File: config.mk
export PLATFORM = sky130hd
export DESIGN_NAME = phy_pattern_lane
export DESIGN_NICKNAME = d
export VERILOG_FILES = /design/src/rtl/phy_pkg.sv /design/src/rtl/phy_pattern_lane.sv
export SDC_FILE = /design/constraint.sdc
export NUM_CORES = 1
export LEC_CHECK = 0
export ABC_AREA = 1
export CAP_MARGIN = 20
export CORE_MARGIN = 4
export CORE_UTILIZATION = 30
export CTS_CLUSTER_DIAMETER = 40
export CTS_CLUSTER_SIZE = 16
export DETAILED_ROUTE_END_ITERATION = 12
export GPL_ROUTABILITY_DRIVEN = 0
export SYNTH_ARGS = -nofsm -noshare
export SYNTH_HDL_FRONTEND = slang
export SYNTH_SLANG_ARGS = --single-unit
File: constraint.sdc
create_clock -name clk_i -period 1.95 [get_ports clk_i]
set_clock_uncertainty 0.1 [all_clocks]
set_input_delay 0.39 -clock clk_i [delete_from_list [all_inputs] [get_ports clk_i]]
set_output_delay 0.39 -clock clk_i [all_outputs]
set_load 0.01 [all_outputs]
File: src/rtl/phy_pkg.sv
// rtl/phy_pkg.sv - shared encodings, pattern tables and LFSR helper for the PHY traffic gen/checker
//
// Purpose: mode and FSM encodings, the fixed per-lane pattern table, LFSR
// polynomial/seed and a single-step LFSR helper shared by the tx and checker
// pattern generators.
package phy_pkg;

    typedef enum logic [1:0] {
        MODE_FIXED = 2'd0,
        MODE_INCR  = 2'd1,
        MODE_LFSR  = 2'd2,
        MODE_IDLE  = 2'd3
    } mode_e;

    typedef enum logic [1:0] {
        ST_IDLE  = 2'd0,
        ST_RUN   = 2'd1,
        ST_DRAIN = 2'd2,
        ST_DONE  = 2'd3
    } state_e;

    localparam logic [15:0] LFSR_POLY = 16'hB400;
    localparam logic [15:0] LFSR_SEED = 16'hACE1;

    // Per-lane constant words; only the low WIDTH bits are emitted.
    localparam logic [15:0] PAT_FIXED [8] = '{
        16'h0000, 16'h00EE, 16'h00FF, 16'h00FD,
        16'h00A5, 16'h005A, 16'h00C3, 16'h003C
    };

    // Galois right-shift step: feedback taps applied when the bit shifted out is 1.
    function automatic logic [15:0] lfsr_step(input logic [15:0] s);
        return s[0] ? ((s >> 1) ^ LFSR_POLY) : (s >> 1);
    endfunction

endpackage

File: src/rtl/phy_pattern_lane.sv
// rtl/phy_pattern_lane.sv - one lane of the FIXED/INCR/LFSR word generator
//
// Purpose: produces the current pattern word for one lane; steps to the next
// word on advance_i. restart_i reseeds, and while it is high the word output
// already shows the seed word so the owner can emit word 0 in the same cycle.
// Ports:
//   clk_i, rst_ni  clock, asynchronous active-low reset
//   mode_i         pattern mode
//   restart_i      reseed (takes effect combinationally on word_o)
//   advance_i      step to the next word after this one
//   word_o         current WIDTH-bit word
module phy_pattern_lane
    import phy_pkg::*;
#(
    parameter int WIDTH    = 8,
    parameter int LANE_IDX = 0
) (
    input  logic             clk_i,
    input  logic             rst_ni,
    input  mode_e            mode_i,
    input  logic             restart_i,
    input  logic             advance_i,
    output logic [WIDTH-1:0] word_o
);

    localparam int          SHIFT     = (WIDTH >= 2) ? WIDTH - 2 : 0;
    localparam logic [15:0] INCR_BASE = (WIDTH >= 2) ? 16'(LANE_IDX << SHIFT) : 16'h0000;
    localparam logic [15:0] LFSR_INIT = LFSR_SEED ^ 16'(LANE_IDX + 1);

    // state_q is the word counter k in INCR mode and the LFSR register in LFSR mode.
    logic [15:0] state_q, state_d;
    logic [15:0] cur;
    logic [15:0] word16;

    always_comb begin
        cur = state_q;
        if (restart_i) begin
            cur = (mode_i == MODE_LFSR) ? LFSR_INIT : 16'h0000;
        end
        state_d = cur;
        if (advance_i) begin
            state_d = (mode_i == MODE_LFSR) ? lfsr_step(cur) : cur + 16'd1;
        end
        case (mode_i)
            MODE_FIXED: word16 = PAT_FIXED[LANE_IDX];
            MODE_INCR:  word16 = INCR_BASE + cur;
            MODE_LFSR:  word16 = cur;
            default:    word16 = 16'h0000;
        endcase
    end

    assign word_o = word16[WIDTH-1:0];

    always_ff @(posedge clk_i or negedge rst_ni) begin
        if (!rst_ni) begin
            state_q <= 16'h0000;
        end else begin
            state_q <= state_d;
        end
    end

endmodule

### Word level (Yosys, flattened, before mapping)

Cells that the tools add are included.

| operators by class | value |
|---|---|
| bitwise operators | 1 |
| reduce and logical (&&, ||, !) cells | 1 |
| $add $sub $neg | 1 |
| multiplexer cells | 6 |
| equal/unequal tests | 2 |

Operators with widths:

| kind | number |
|---|---|
| 2-to-1 mux 16 bit | 5 |
| adder 16 x 1 -> 16 bit (second input constant) | 1 |
| 2-to-1 mux 8 bit | 1 |
| NOT 3 -> 4 bit | 1 |
| == test 2 x 1 -> 1 bit (second input constant) | 1 |
| == test 2 bit (second input constant) | 1 |
| OR reduction 2 bit | 1 |

| storage, ports and cells | value |
|---|---|
| output and inout port bits | 8 |
| register bits after elaboration | 16 |
| input port bits | 6 |
| word-level logic and storage cells | 12 |

### Logic depth before layout (Yosys ltp)

| logic depth | value |
|---|---|
| word-level depth | 7 |
| mapped depth | 13 |

### Least setup slack after synthesis

Ideal clock, no wire load.

| path | value |
|---|---|
| path type | input to register |
| start | input port restart_i |
| end | register state_q[12] |
| arrival | 1.591 ns |
| data required time | 1.737 ns |
| buffers on the path | 1 |
| cell stages on the path | 12 |
| path slack | 0.146 ns |
| cells stage by stage | buf_4 nor2_2 ha_1 nand2_1 nor2_2 nand2_2 nor2_4 nand2_1 o21ai_0 nand2_1 nand2_1 inv_1 |

| between the ends | value |
|---|---|
| word-level cells in the longest chain between the ends | 5 |

Ends and longest elaborated chain:

| what | line | source |
|---|---|---|
| start, declared | phy_pattern_lane.sv:21 | `input logic restart_i,` |
| 2-to-1 mux 16 bit (*) | phy_pattern_lane.sv:37 | `if (restart_i) begin` |
| parallel branches: the longest is 3 deep, another holds adder 16 x 1 -> 16 bit | - |  |
| 2-to-1 mux 16 bit (*) | phy_pattern_lane.sv:41 | `if (advance_i) begin` |
| via state_d[12] | phy_pattern_lane.sv:31 | `logic [15:0] state_q, state_d;` |
| end signal, assigned | phy_pattern_lane.sv:58 | `state_q <= state_d;` |
| end, declared | phy_pattern_lane.sv:31 |  |

Mark *: on every way through the listed nets, which the timed path passes.

### Final worst setup path

| path | value |
|---|---|
| start | input port mode_i[1] |
| end | output port word_o[5] |

| between the ends | value |
|---|---|
| word-level cells in the longest chain between the ends | 4 |

Ends and longest elaborated chain:

| what | line | source |
|---|---|---|
| start, declared | phy_pattern_lane.sv:20 | `input mode_e mode_i,` |
| == test 2 bit | phy_pattern_lane.sv:38, phy_pattern_lane.sv:44 |  |
| 2-to-1 mux 16 bit | phy_pattern_lane.sv:38 | `cur = (mode_i == MODE_LFSR) ? LFSR_INIT : 16'h0000;` |
| 2-to-1 mux 16 bit | phy_pattern_lane.sv:37 |  |
| 2-to-1 mux 8 bit (*) | phy_pattern_lane.sv:44 | `case (mode_i)` |
| end, declared | phy_pattern_lane.sv:23 | `output logic [WIDTH-1:0] word_o` |

Mark *: on every way between the ends. The rest lies on a longest branch, timed or not.

==> results.json <==
{
  "dieWidth_um": 75.4,
  "cts.htree.levels": 1,
  "synth_edf_count": 0,
  "async_reset_ff_frac": 1.00,
  "peakVddDrop_uv": 294,
  "reg_top3": "state_q x16",
  "path_clk_slew_ns": 0.07,
  "grt_first_pass_wirelength_mm": 6.96,
  "combPwrFrac": 0.342,
  "clk_latency_ns": 0.25,
  "cts-root-buf": "clkbuf_8",
  "final_util": 0.435,
  "cp.buffers_inverters": 3,
  "grt_usage": 0.157,
  "leakagePower_nw": 0.978,
  "fin_nets": 279,
  "p_per_area_nw_per_um2": 506,
  "hold_violations": 0,
  "drt-vias-per-instance": 4.76,
  "drt_iter0_markers": 59,
  "ctsHoldBuffers": 0,
  "grt_overflow_total": 0,
  "regMostFlops": "state_q",
  "avgRoutedWirePerCell_um": 12.3,
  "yosysUniqueCellTypes": 27,
  "power_switching_w": 0.000317,
  "initial_core_util": 0.311,
  "postSynthNetCount": 224,
  "yosysTopAreaCell": "dfrtp_1",
  "numPortBuffers": 13,
  "antenna_left": 0,
  "worstPathArrival_ns": 1.25,
  "antenna_found_initial": 0,
  "yosysMostFrequentCell": "nand2_1",
  "clockBufferDepth": 2,
  "hp-class": "input pin to async pin",
  "drive_gt1_frac": 0.340,
  "ys_ff_latch": 16,
  "met1Wirelength_mm": 1.90,
  "dr.pass1.iters": 4,
  "wl_mm": 3.93,
  "synth.yosys.seq_area_share": 0.294,
  "yosysTopAreaCellShare": 0.294,
  "status": "finished, final reports clean",
  "required_ns": 1.46,
  "setup_tns_ns": 0,
  "largest_reg_flops": 16,
  "syn_avg_cell_area_um2": 6.34,
  "cp-start-kind": "input pin",
  "synthTopCellsByArea": "dfrtp_1 29%, nand2_1 14%, o21ai_0 8.8%, inv_1 8.0%, nor2_1 7.2%",
  "grt_pass1_vias": 1469,
  "period_share": 0.894,
  "internal_power_w": 0.000649,
  "cts_buffers": 3,
  "die_height_um": 75.4,
  "cp_slowest_cell": "dlygate4sd2_1",
  "fp.dieArea_um2": 5690,
  "path_common_cell": "nand2_2",
  "fill_cells": 466,
  "netlist_instances": 215,
  "wl_met3_um": 194,
  "vias": 1522,
  "grt_max_degree": 17,
  "drc": 0,
  "wl_met2_mm": 1.81,
  "cts_tree": "built",
  "cp-end-kind": "output pin",
  "area_delta_synth_final_pct": 39.9,
  "clkSinkCount": 16,
  "synthTopCellsByCount": "51 x nand2_1, 29 x inv_1, 26 x nor2_1",
  "placed_area_um2": 1800,
  "coreArea_um2": 4380,
  "power_frac_clock": 0.259,
  "slew_headroom": 0.766,
  "power.sequential.fraction": 0.399,
  "diodes": 0,
  "critical_path_class": "input pin to output pin",
  "setup_violations": 0,
  "rsz0062_at_grt": "no",
  "p_sw_frac": 0.328,
  "rows": 24,
  "final_area_um2": 1910,
  "cap_violations": 0,
  "slowest_delay_ns": 0.27,
  "max_freq_ghz": 0.573,
  "ios": 14,
  "dp.final_hpwl_mm": 2.91,
  "top_layer": "met4",
  "worstPathCellList": "dlygate4sd2_1 > ha_4 > inv_2 > nand2_2 > nand2_2 > nor2_1 > buf_2",
  "synth_warnings": 0,
  "critPathMaxFanout": 4,
  "synth_area_um2": 1360,
  "period_minus_slack_ns": 1.74,
  "synthFlopType": "dfrtp_1",
  "path_delay_family": "buffers and inverters",
  "report.final.slew_viol_count": 0,
  "tightest_slew_ns": 0.351
}
final timing paths:
kind                              from          end  slack (ns)  depth (start not counted)
hold reg to reg            state_q[15]  state_q[15]        0.54                          4
min in group clk_i         state_q[15]  state_q[15]        0.54                          4
hold / removal                  rst_ni   state_q[4]        0.37                          2
setup reg to reg            state_q[0]  state_q[12]        0.29                         12
max in group asynchronous       rst_ni  state_q[12]        1.17                          2
setup / recovery             mode_i[1]    word_o[5]        0.21                          7
logic make-up (layout without fill, tap and decap cells):
kind of cell,after synthesis,count (layout),synth area share
buffers and inverters,40,93,0.122
and+or+nand+nor,109,109,0.370
AOI/OAI and AO/OA,46,46,0.181
xor gates and xnor gates,1,1,0.00642
DFF,16,16,0.294
adders and majority gates,3,3,0.0275
worst register-to-register path, delay by kind of cell, from the launching register on:
kind                       cells  cell delay [ns]
adders and majority gates      1             0.14
buffers and inverters          2             0.12
AOI/OAI and AO/OA              1             0.07
DFF                            1             0.34
and+or+nand+nor                8             0.80
metal layers:
| metal | track usage | vias to the layer above |
|---|---|---|
| met4 | 0.0233 | 0 |
| met3 | 0.0330 | 2 |
| met5 | 0 | - |
| li1 | - | 792 |
| met2 | 0.252 | 26 |
| met1 | 0.222 | 702 |
cells in the final DEF, fill, tap and decap left out, drive strengths merged:
cell type      count
buf               53
a21oi             13
nand2             59
o211ai             3
nand4              2
o22ai              1
clkdlybuf4s50      2
dlymetal6s2s       1
clkbuf             4
xnor2              1
nand3b             1
nor2              34
ha                 3
clkinv             1
dfrtp             16
nand3             12
inv               31
dlygate4sd2        1
nor3               1
o21ai             29
power by group through the flow:
| stage | Sequential (W) | Clock [W] | Combinational, W |
|---|---|---|---|
| floorplan | 0.000386 | 0 | 0.000175 |
| global placement | 0.000390 | 0 | 0.000312 |
| detailed placement | 0.000391 | 0 | 0.000315 |
| CTS | 0.000385 | 0.000269 | 0.000321 |
| global route | 0.000389 | 0.000285 | 0.000375 |
| finish | 0.000385 | 0.000251 | 0.000330 |
stage by stage:
stage	power [W]	setup slack [ns]	hold slack, ns	instances
2_1_floorplan	0.000560	0.146	-0.00559	215
3_3_place_gp	0.000702	-0.595	0.510	310
3_5_place_dp	0.000706	-0.565	0.519	310
4_1_cts	0.000975	0.00227	0.373	315
5_1_grt	0.00105	0.0954	0.379	320
6_report	0.000966	0.206	0.374	320
what timing repair did:
item / CTS / global route
setup endpoints to repair: 18 / 16
buffers inserted: 2 / 5
pin swaps: 4 / 7
resized for setup: 44 / 12
final cells by class:
class                           count  area (um2)  area share
Multi-Input combinational cell    159         853       0.447
Tap cell                           52        65.1      0.0341
Inverter                           32         120      0.0630
Timing Repair Buffer               58         428       0.224
Clock buffer                        3        41.3      0.0216
Sequential cell                    16         400       0.210
No activity file was read; power rests on OpenSTA's default activity.
